===== src/rtl/dmem_arb_pkg.sv =====
// dmem_arb_pkg
//   Shared types and defaults for the dmem arbiter.
//   - owner_t     : who drove dmem on the previous cycle
//   - DMEM_ADDR_W : default dmem word-address width
//   - DMEM_DATA_W : default dmem data width
//   - WAIT_W      : width of the AUX starvation wait counter
package dmem_arb_pkg;

    localparam int DMEM_ADDR_W = 12;
    localparam int DMEM_DATA_W = 32;
    localparam int WAIT_W      = 8;

    typedef enum logic [1:0] {
        OWN_NONE = 2'd0,
        OWN_CPU  = 2'd1,
        OWN_AUX  = 2'd2
    } owner_t;

endpackage


===== src/rtl/dmem_arb_wait_ctr.sv =====
// dmem_arb_wait_ctr
//   Counts the cycles the AUX master has been kept waiting and raises
//   force_gnt once it has waited MAX_WAIT cycles.
//   Used only in DMEM_ARB_STARVE_GUARD_EN builds.
// Ports:
//   clock, reset : rising-edge clock, async active-high reset
//   aux_req      : AUX request pending
//   aux_gnt      : AUX granted this cycle
//   force_gnt    : AUX must be granted this cycle regardless of the CPU
module dmem_arb_wait_ctr
    import dmem_arb_pkg::*;
#(
    parameter int MAX_WAIT = 8
) (
    input  logic clock,
    input  logic reset,
    input  logic aux_req,
    input  logic aux_gnt,
    output logic force_gnt
);

    localparam logic [WAIT_W-1:0] MAX_CNT = WAIT_W'(MAX_WAIT);

    logic [WAIT_W-1:0] wait_cnt;

    always_ff @(posedge clock or posedge reset) begin
        if (reset)
            wait_cnt <= '0;
        else if (aux_gnt || !aux_req)
            wait_cnt <= '0;
        else if (wait_cnt != MAX_CNT)
            wait_cnt <= wait_cnt + WAIT_W'(1);
    end

    assign force_gnt = aux_req && (wait_cnt == MAX_CNT);

endmodule


===== src/rtl/dmem_arbiter.sv =====
// dmem_arbiter
//   Shares the single-ported dmem between the memory stage (CPU, fixed
//   priority) and one auxiliary master (AUX). AUX is served on cycles the
//   CPU leaves dmem idle.
//   Optional macro DMEM_ARB_STARVE_GUARD_EN: after AUX has waited MAX_WAIT
//   cycles it is granted anyway and the pipeline is stalled for that cycle.
// Ports:
//   clock, reset          : rising-edge clock, async active-high reset
//   cpu_req/wren/addr/d   : memory-stage access (lw/sw)
//   cpu_q, cpu_stall      : read data to writeback, pipeline freeze
//   aux_req/wren/addr/d   : AUX access, held until aux_gnt
//   aux_gnt, aux_rvalid   : AUX issued this cycle, AUX read data valid
//   aux_q                 : AUX read data
//   dmem_address/d/wren/q : dmem macro interface (q is one cycle late)
module dmem_arbiter
    import dmem_arb_pkg::*;
#(
    parameter int ADDR_W   = DMEM_ADDR_W,
    parameter int DATA_W   = DMEM_DATA_W,
    parameter int MAX_WAIT = 8
) (
    input  logic              clock,
    input  logic              reset,
    input  logic              cpu_req,
    input  logic              cpu_wren,
    input  logic [ADDR_W-1:0] cpu_addr,
    input  logic [DATA_W-1:0] cpu_d,
    output logic [DATA_W-1:0] cpu_q,
    output logic              cpu_stall,
    input  logic              aux_req,
    input  logic              aux_wren,
    input  logic [ADDR_W-1:0] aux_addr,
    input  logic [DATA_W-1:0] aux_d,
    output logic              aux_gnt,
    output logic              aux_rvalid,
    output logic [DATA_W-1:0] aux_q,
    output logic [ADDR_W-1:0] dmem_address,
    output logic [DATA_W-1:0] dmem_d,
    output logic              dmem_wren,
    input  logic [DATA_W-1:0] dmem_q
);

    if (MAX_WAIT < 1 || MAX_WAIT > 255) begin : g_bad_max_wait
        $error("dmem_arbiter: MAX_WAIT must be in 1..255");
    end

    logic   force_gnt;
    owner_t owner;
    logic   last_wren;

`ifdef DMEM_ARB_STARVE_GUARD_EN
    dmem_arb_wait_ctr #(
        .MAX_WAIT (MAX_WAIT)
    ) u_wait (
        .clock     (clock),
        .reset     (reset),
        .aux_req   (aux_req),
        .aux_gnt   (aux_gnt),
        .force_gnt (force_gnt)
    );
    assign cpu_stall = cpu_req && aux_gnt;
`else
    assign force_gnt = 1'b0;
    assign cpu_stall = 1'b0;
`endif

    // Gating with reset keeps dmem and both masters quiet while reset is held.
    assign aux_gnt = !reset && aux_req && (!cpu_req || force_gnt);

    always_comb begin
        if (aux_gnt) begin
            dmem_address = aux_addr;
            dmem_d       = aux_d;
            dmem_wren    = aux_wren;
        end else begin
            dmem_address = cpu_addr;
            dmem_d       = cpu_d;
            dmem_wren    = !reset && cpu_req && cpu_wren;
        end
    end

    always_ff @(posedge clock or posedge reset) begin
        if (reset) begin
            owner     <= OWN_NONE;
            last_wren <= 1'b0;
        end else begin
            owner     <= aux_gnt ? OWN_AUX : (cpu_req ? OWN_CPU : OWN_NONE);
            last_wren <= dmem_wren;
        end
    end

    // dmem_q this cycle belongs to last cycle's issuer; only AUX reads flag it.
    assign aux_rvalid = (owner == OWN_AUX) && !last_wren;
    assign cpu_q      = dmem_q;
    assign aux_q      = dmem_q;

endmodule


===== config.mk =====
export PLATFORM = sky130hd
export DESIGN_NAME = dmem_arbiter
export DESIGN_NICKNAME = d
export VERILOG_FILES = /design/src/rtl/dmem_arb_pkg.sv /design/src/rtl/dmem_arb_wait_ctr.sv /design/src/rtl/dmem_arbiter.sv
export SDC_FILE = /design/constraint.sdc
export NUM_CORES = 1
export LEC_CHECK = 0
export CAP_MARGIN = 20
export CORE_AREA = 3 3 92 94
export CTS_CLUSTER_SIZE = 12
export DETAILED_ROUTE_END_ITERATION = 10
export DIE_AREA = 0 0 95 97
export GPL_ROUTABILITY_DRIVEN = 0
export PLACE_DENSITY = 0.69
export RECOVER_POWER = 25
export SLEW_MARGIN = 10
export SYNTH_ARGS = -nofsm -noshare
export SYNTH_HDL_FRONTEND = slang
export SYNTH_SLANG_ARGS = --single-unit

===== constraint.sdc =====
create_clock -name clock -period 1.45 [get_ports clock]
set_input_delay 0.29 -clock clock [delete_from_list [all_inputs] [get_ports clock]]
set_output_delay 0.29 -clock clock [all_outputs]
set_load 0.005 [all_outputs]

Word-level counts from Yosys, hierarchy flattened

Cells that the tools add are included.

Register bits: 3
Input port bits: 126
Output and inout port bits: 112
Word-level logic and storage cells: 16

Eq/ne operators: 1
Multiplexer cells: 5
Reductions and logical operators: 8

Operators by type and width:

| cell                                        | number |
|---|---|
| 32-bit two-way mux                          | 1 |
| 12-bit two-way mux                          | 1 |
| 1-bit logical AND                           | 5 |
| 1-bit zero test                             | 3 |
| 2-bit equality test (second input constant) | 1 |
| 1-bit two-way mux                           | 2 |
| 2-bit two-way mux                           | 1 |

Depth between registers and ports, before layout

Word-level depth: 4
Gate-level depth with buffers: 4
Depth with buffers taken out: 2

Least setup slack after synthesis

OpenSTA, ideal clock, no wires.

Path kind: in2out
Start: input port reset
End: output port dmem_d[22]
Data arrival time: 1097 ps
Required time: 1160 ps
Setup slack: 63 ps
Stages on the path: 4
Path buffers: 2
Path through: nor3b_2 -> buf_6 -> buf_12 -> mux2_4

Cells in the longest elaborated chain, start to end: 4

RTL lines:

| what                           | RTL line           | source |
|---|---|---|
| start, declared                | dmem_arbiter.sv:23 | `input logic reset,` |
| 1-bit zero test (no line)      | -                  |  |
| 1-bit logical AND (2 in a row) | dmem_arbiter.sv:68 | `assign aux_gnt = !reset && aux_req && (!cpu_req \|\| force_gnt);` |
| net aux_gnt                    | dmem_arbiter.sv:34 | `output logic aux_gnt,` |
| 32-bit two-way mux             | dmem_arbiter.sv:71 | `if (aux_gnt) begin` |
| end, declared                  | dmem_arbiter.sv:38 | `output logic [DATA_W-1:0] dmem_d,` |

The timed path passes the listed nets, and every way through them passes these cells.

Final worst setup path

Start: input port reset
End: output port dmem_d[1]

Cells in the longest elaborated chain, start to end: 4

RTL lines:

| what                           | RTL line |
|---|---|
| 1-bit zero test (no line)      | - |
| 1-bit logical AND (2 in a row) | dmem_arbiter.sv:68 |
| 32-bit two-way mux             | dmem_arbiter.sv:71 |

Every way passes these cells.

==> impl_metrics.py <==
metrics = {
    "logic_synthesis": {
        "synth_compound_gate_area_share_pct": 0.372,
        "yosysTopAreaCell": "mux2_4",
        "synth.lib_cells_used.distinct": 14,
        "synth.area.top_cells": "mux2_4 44%, buf_4 36%, buf_12 6.0%",
        "post_synth_mux_area_share_pct": 47.8,
        "post_synth.cell_area_avg_um2": 10.8,
        "synth-warning-count": 0,
        "netlist.area_leader.share_pct": 43.6,
        "synth.yosys.seq_area_share_pct": 5.59,
        "synth-simple-area-share_pct": 2.33,
        "synth_top_family_by_area": "multiplexers",
        "synth_top_cells_by_count": "65 x buf_4, 39 x mux2_4, 5 x mux2_2, 4 x buf_12, 3 x dfrtp_1",
        "synth-adder-area-share_pct": 0,
        "syn_inst": 125,
        "async_flop_share_pct": 100,
        "synth_flop_cell": "dfrtp_1",
        "synthXorXnorAreaFrac_pct": 0,
        "ys_ff_latch": 3,
        "synth_edf_count": 0,
        "syn_area_mm2": 0.00134,
        "post-synth-top-count-cell": "buf_4",
        "synthesis.nets": 251,
    },
    "drt": {
        "post_drt_wl_per_cell_um": 16.9,
        "drtAntennaViolNets": 0,
        "iteration_0_drc_markers": 9,
        "finalWirelength_um": 5520,
        "route.vias.total": 1186,
        "route.detailed.drc": 0,
        "drt_first_pass_iters": 3,
        "viasPerCell": 3.63,
    },
    "sta": {
        "layout_min_cycle_time_ns": 1.79,
        "final_max_slew_viol_count": 0,
        "layout_worst_path_cycle_share_pct": 124,
        "final.hold.worst_slack_ns": 0.0634,
        "final.setup.worst_slack_ns": -0.342,
        "report.final.setup_viol": 45,
        "grt_setup_unrepaired": "yes",
        "max_freq_ghz": 0.558,
        "totalNegativeSetupSlack_ns": -10.92,
        "hold_viol": 0,
    },
    "clock_tree": {
        "cts_tree": "yes",
        "cts_sinks": 3,
        "clkSlewWorstSetupHoldPaths_ns": 0.03,
        "clk_path_buf_depth": 2,
        "cts_htree_levels": 1,
        "ctsRootBufferMaster": "clkbuf_8",
        "numCtsBuffers": 3,
    },
    "worst_setup_path": {
        "setup.worst_path.end_class": "output port",
        "timing.critical_path.fanout_max": 4,
        "timing.critical_path.from_type": "input pin",
        "type_of_the_worst_setup_path": "input pin to output port",
        "cp_data_arrival_time_ns": 1.50,
        "worst-endpoint-required_ns": 1.16,
    },
    "placed_design": {
        "io_buffer_count": 140,
        "numPlacedInstances": 300,
        "dpl.hpwl_um": 3930,
    },
    "pwr": {
        "power_density_over_the_cells_mw_per_mm2": 396,
        "leakage_uw": 0.00122,
        "power.ir.vdd_worst_v": 0.000558,
    },
    "floorplanning": {
        "initial_utilization_pct": 17.4,
        "dieWidth_um": 95,
        "chipHeight_um": 97,
        "design.die.area_mm2": 0.00922,
        "core_mm2": 0.00773,
        "floorplan.rows": 32,
        "io-pin-count": 238,
    },
    "finish": {
        "drive_gt1_share_pct": 55.4,
        "final-instance-count-excl-fill": 327,
        "finalCoreUtilization_pct": 35.7,
        "area.growth.synth_to_final_pct": 105,
        "final_net_count": 351,
    },
    "global_route": {
        "grt_max_degree": 9,
        "first_global_vias": 1270,
        "antenna_found_initial": 0,
        "wire_length_of_the_first_global_routing_pass_um": 7600,
        "grt_util_all_layers_pct": 10.9,
        "globalRouteOverflowTotal": 0,
    },
    "outcome": {
        "failed_checks": "negative setup slack",
        "run_status": "finished, violations left",
    },
    "flow_run": {
        "max_cap_viol_count": 0,
    },
    "worst_hold_path": {
        "worst_hold_path_type": "input pin to async pin",
    },
}
==> cell usage in the layout, fill, tap and decap left out, drive strengths merged <==
cell,synthesis,routed
clkdlybuf4s50,0,90
buf,70,74
mux2,44,44
clkbuf,1,5
dfrtp,3,3
nor3b,2,2
diode,0,1
nand2,1,1
nand3b,1,1
a21oi,1,1
inv,1,1
conb,1,1
dlygate4sd2,0,1
==> final cells by class <==
| cell class | count | area, µm² |
|---|---|---|
| timing repair buffer | 166 | 1790 |
| clock buffer | 4 | 45.0 |
| multi-input combinational | 50 | 712 |
| antenna | 1 | 2.50 |
| tap | 102 | 128 |
| inverter | 1 | 3.75 |
| sequential | 3 | 75.1 |
| fill | 756 | 4970 |
==> through the flow <==
step / total power (µW) / instance area (µm²) / setup slack [ns]
CTS: 1130 / 2860 / -0.369
detailed placement: 739 / 2340 / -0.978
global route: 1150 / 2750 / -0.382
floorplan: 440 / 1340 / 0.0632
finish: 1090 / 2760 / -0.342
global placement: 738 / 2340 / -0.970
==> what timing repair did <==
action | in CTS | in global routing
pin swaps | 2 | 1
gates resized for setup | 272 | 1
setup endpoints to repair | 47 | 45
hold buffers | 0 | 0
gates cloned | 5 | 0
buffers inserted | 20 | 2
==> flip-flops by register name, indices dropped and copies added (netlist names) <==
signal / flops
owner: 2
last_wren: 1
==> power by group <==
| group | switching [µW] | internal [µW] | total [µW] |
|---|---|---|---|
| Clock | 56.2 | 188 | 244 |
| Sequential | 1.34 | 88.3 | 89.7 |
| Combinational | 190 | 569 | 759 |
| Total | 248 | 845 | 1090 |
==> final timing paths <==
kind,to,cells past startpoint,from,slack [ns]
worst max-delay path,dmem_d[1],8,reset,-0.34
max in group asynchronous,last_wren,3,reset,1.26
min in group clock,owner[0],2,cpu_req,0.33
worst min-delay path,owner[1],3,reset,0.06
==> critical path, stage by stage <==
cell     delay [ns]
buf_6          0.10
nor3b_4        0.21
buf_6          0.14
buf_6          0.12
buf_16         0.12
buf_8          0.11
mux2_4         0.30
buf_6          0.12
==> routing by layer <==
| layer | wire (µm) | share of wire [%] | GRT usage, % |
|---|---|---|---|
| met3 | 824 | 15 | 5.99 |
| met4 | 0 | 0 | 0.999 |
| met1 | 2110 | 38 | 12.8 |
| met5 | 0 | 0 | 0 |
| met2 | 2580 | 47 | 18.1 |
==> logic make-up after synthesis <==
logic type      count (synthesis)
flops                           3
simple gates                    4
buf+inv                        72
other cells                     1
mux                            44
compound gates                  1
No activity file was read; power rests on OpenSTA's default activity.
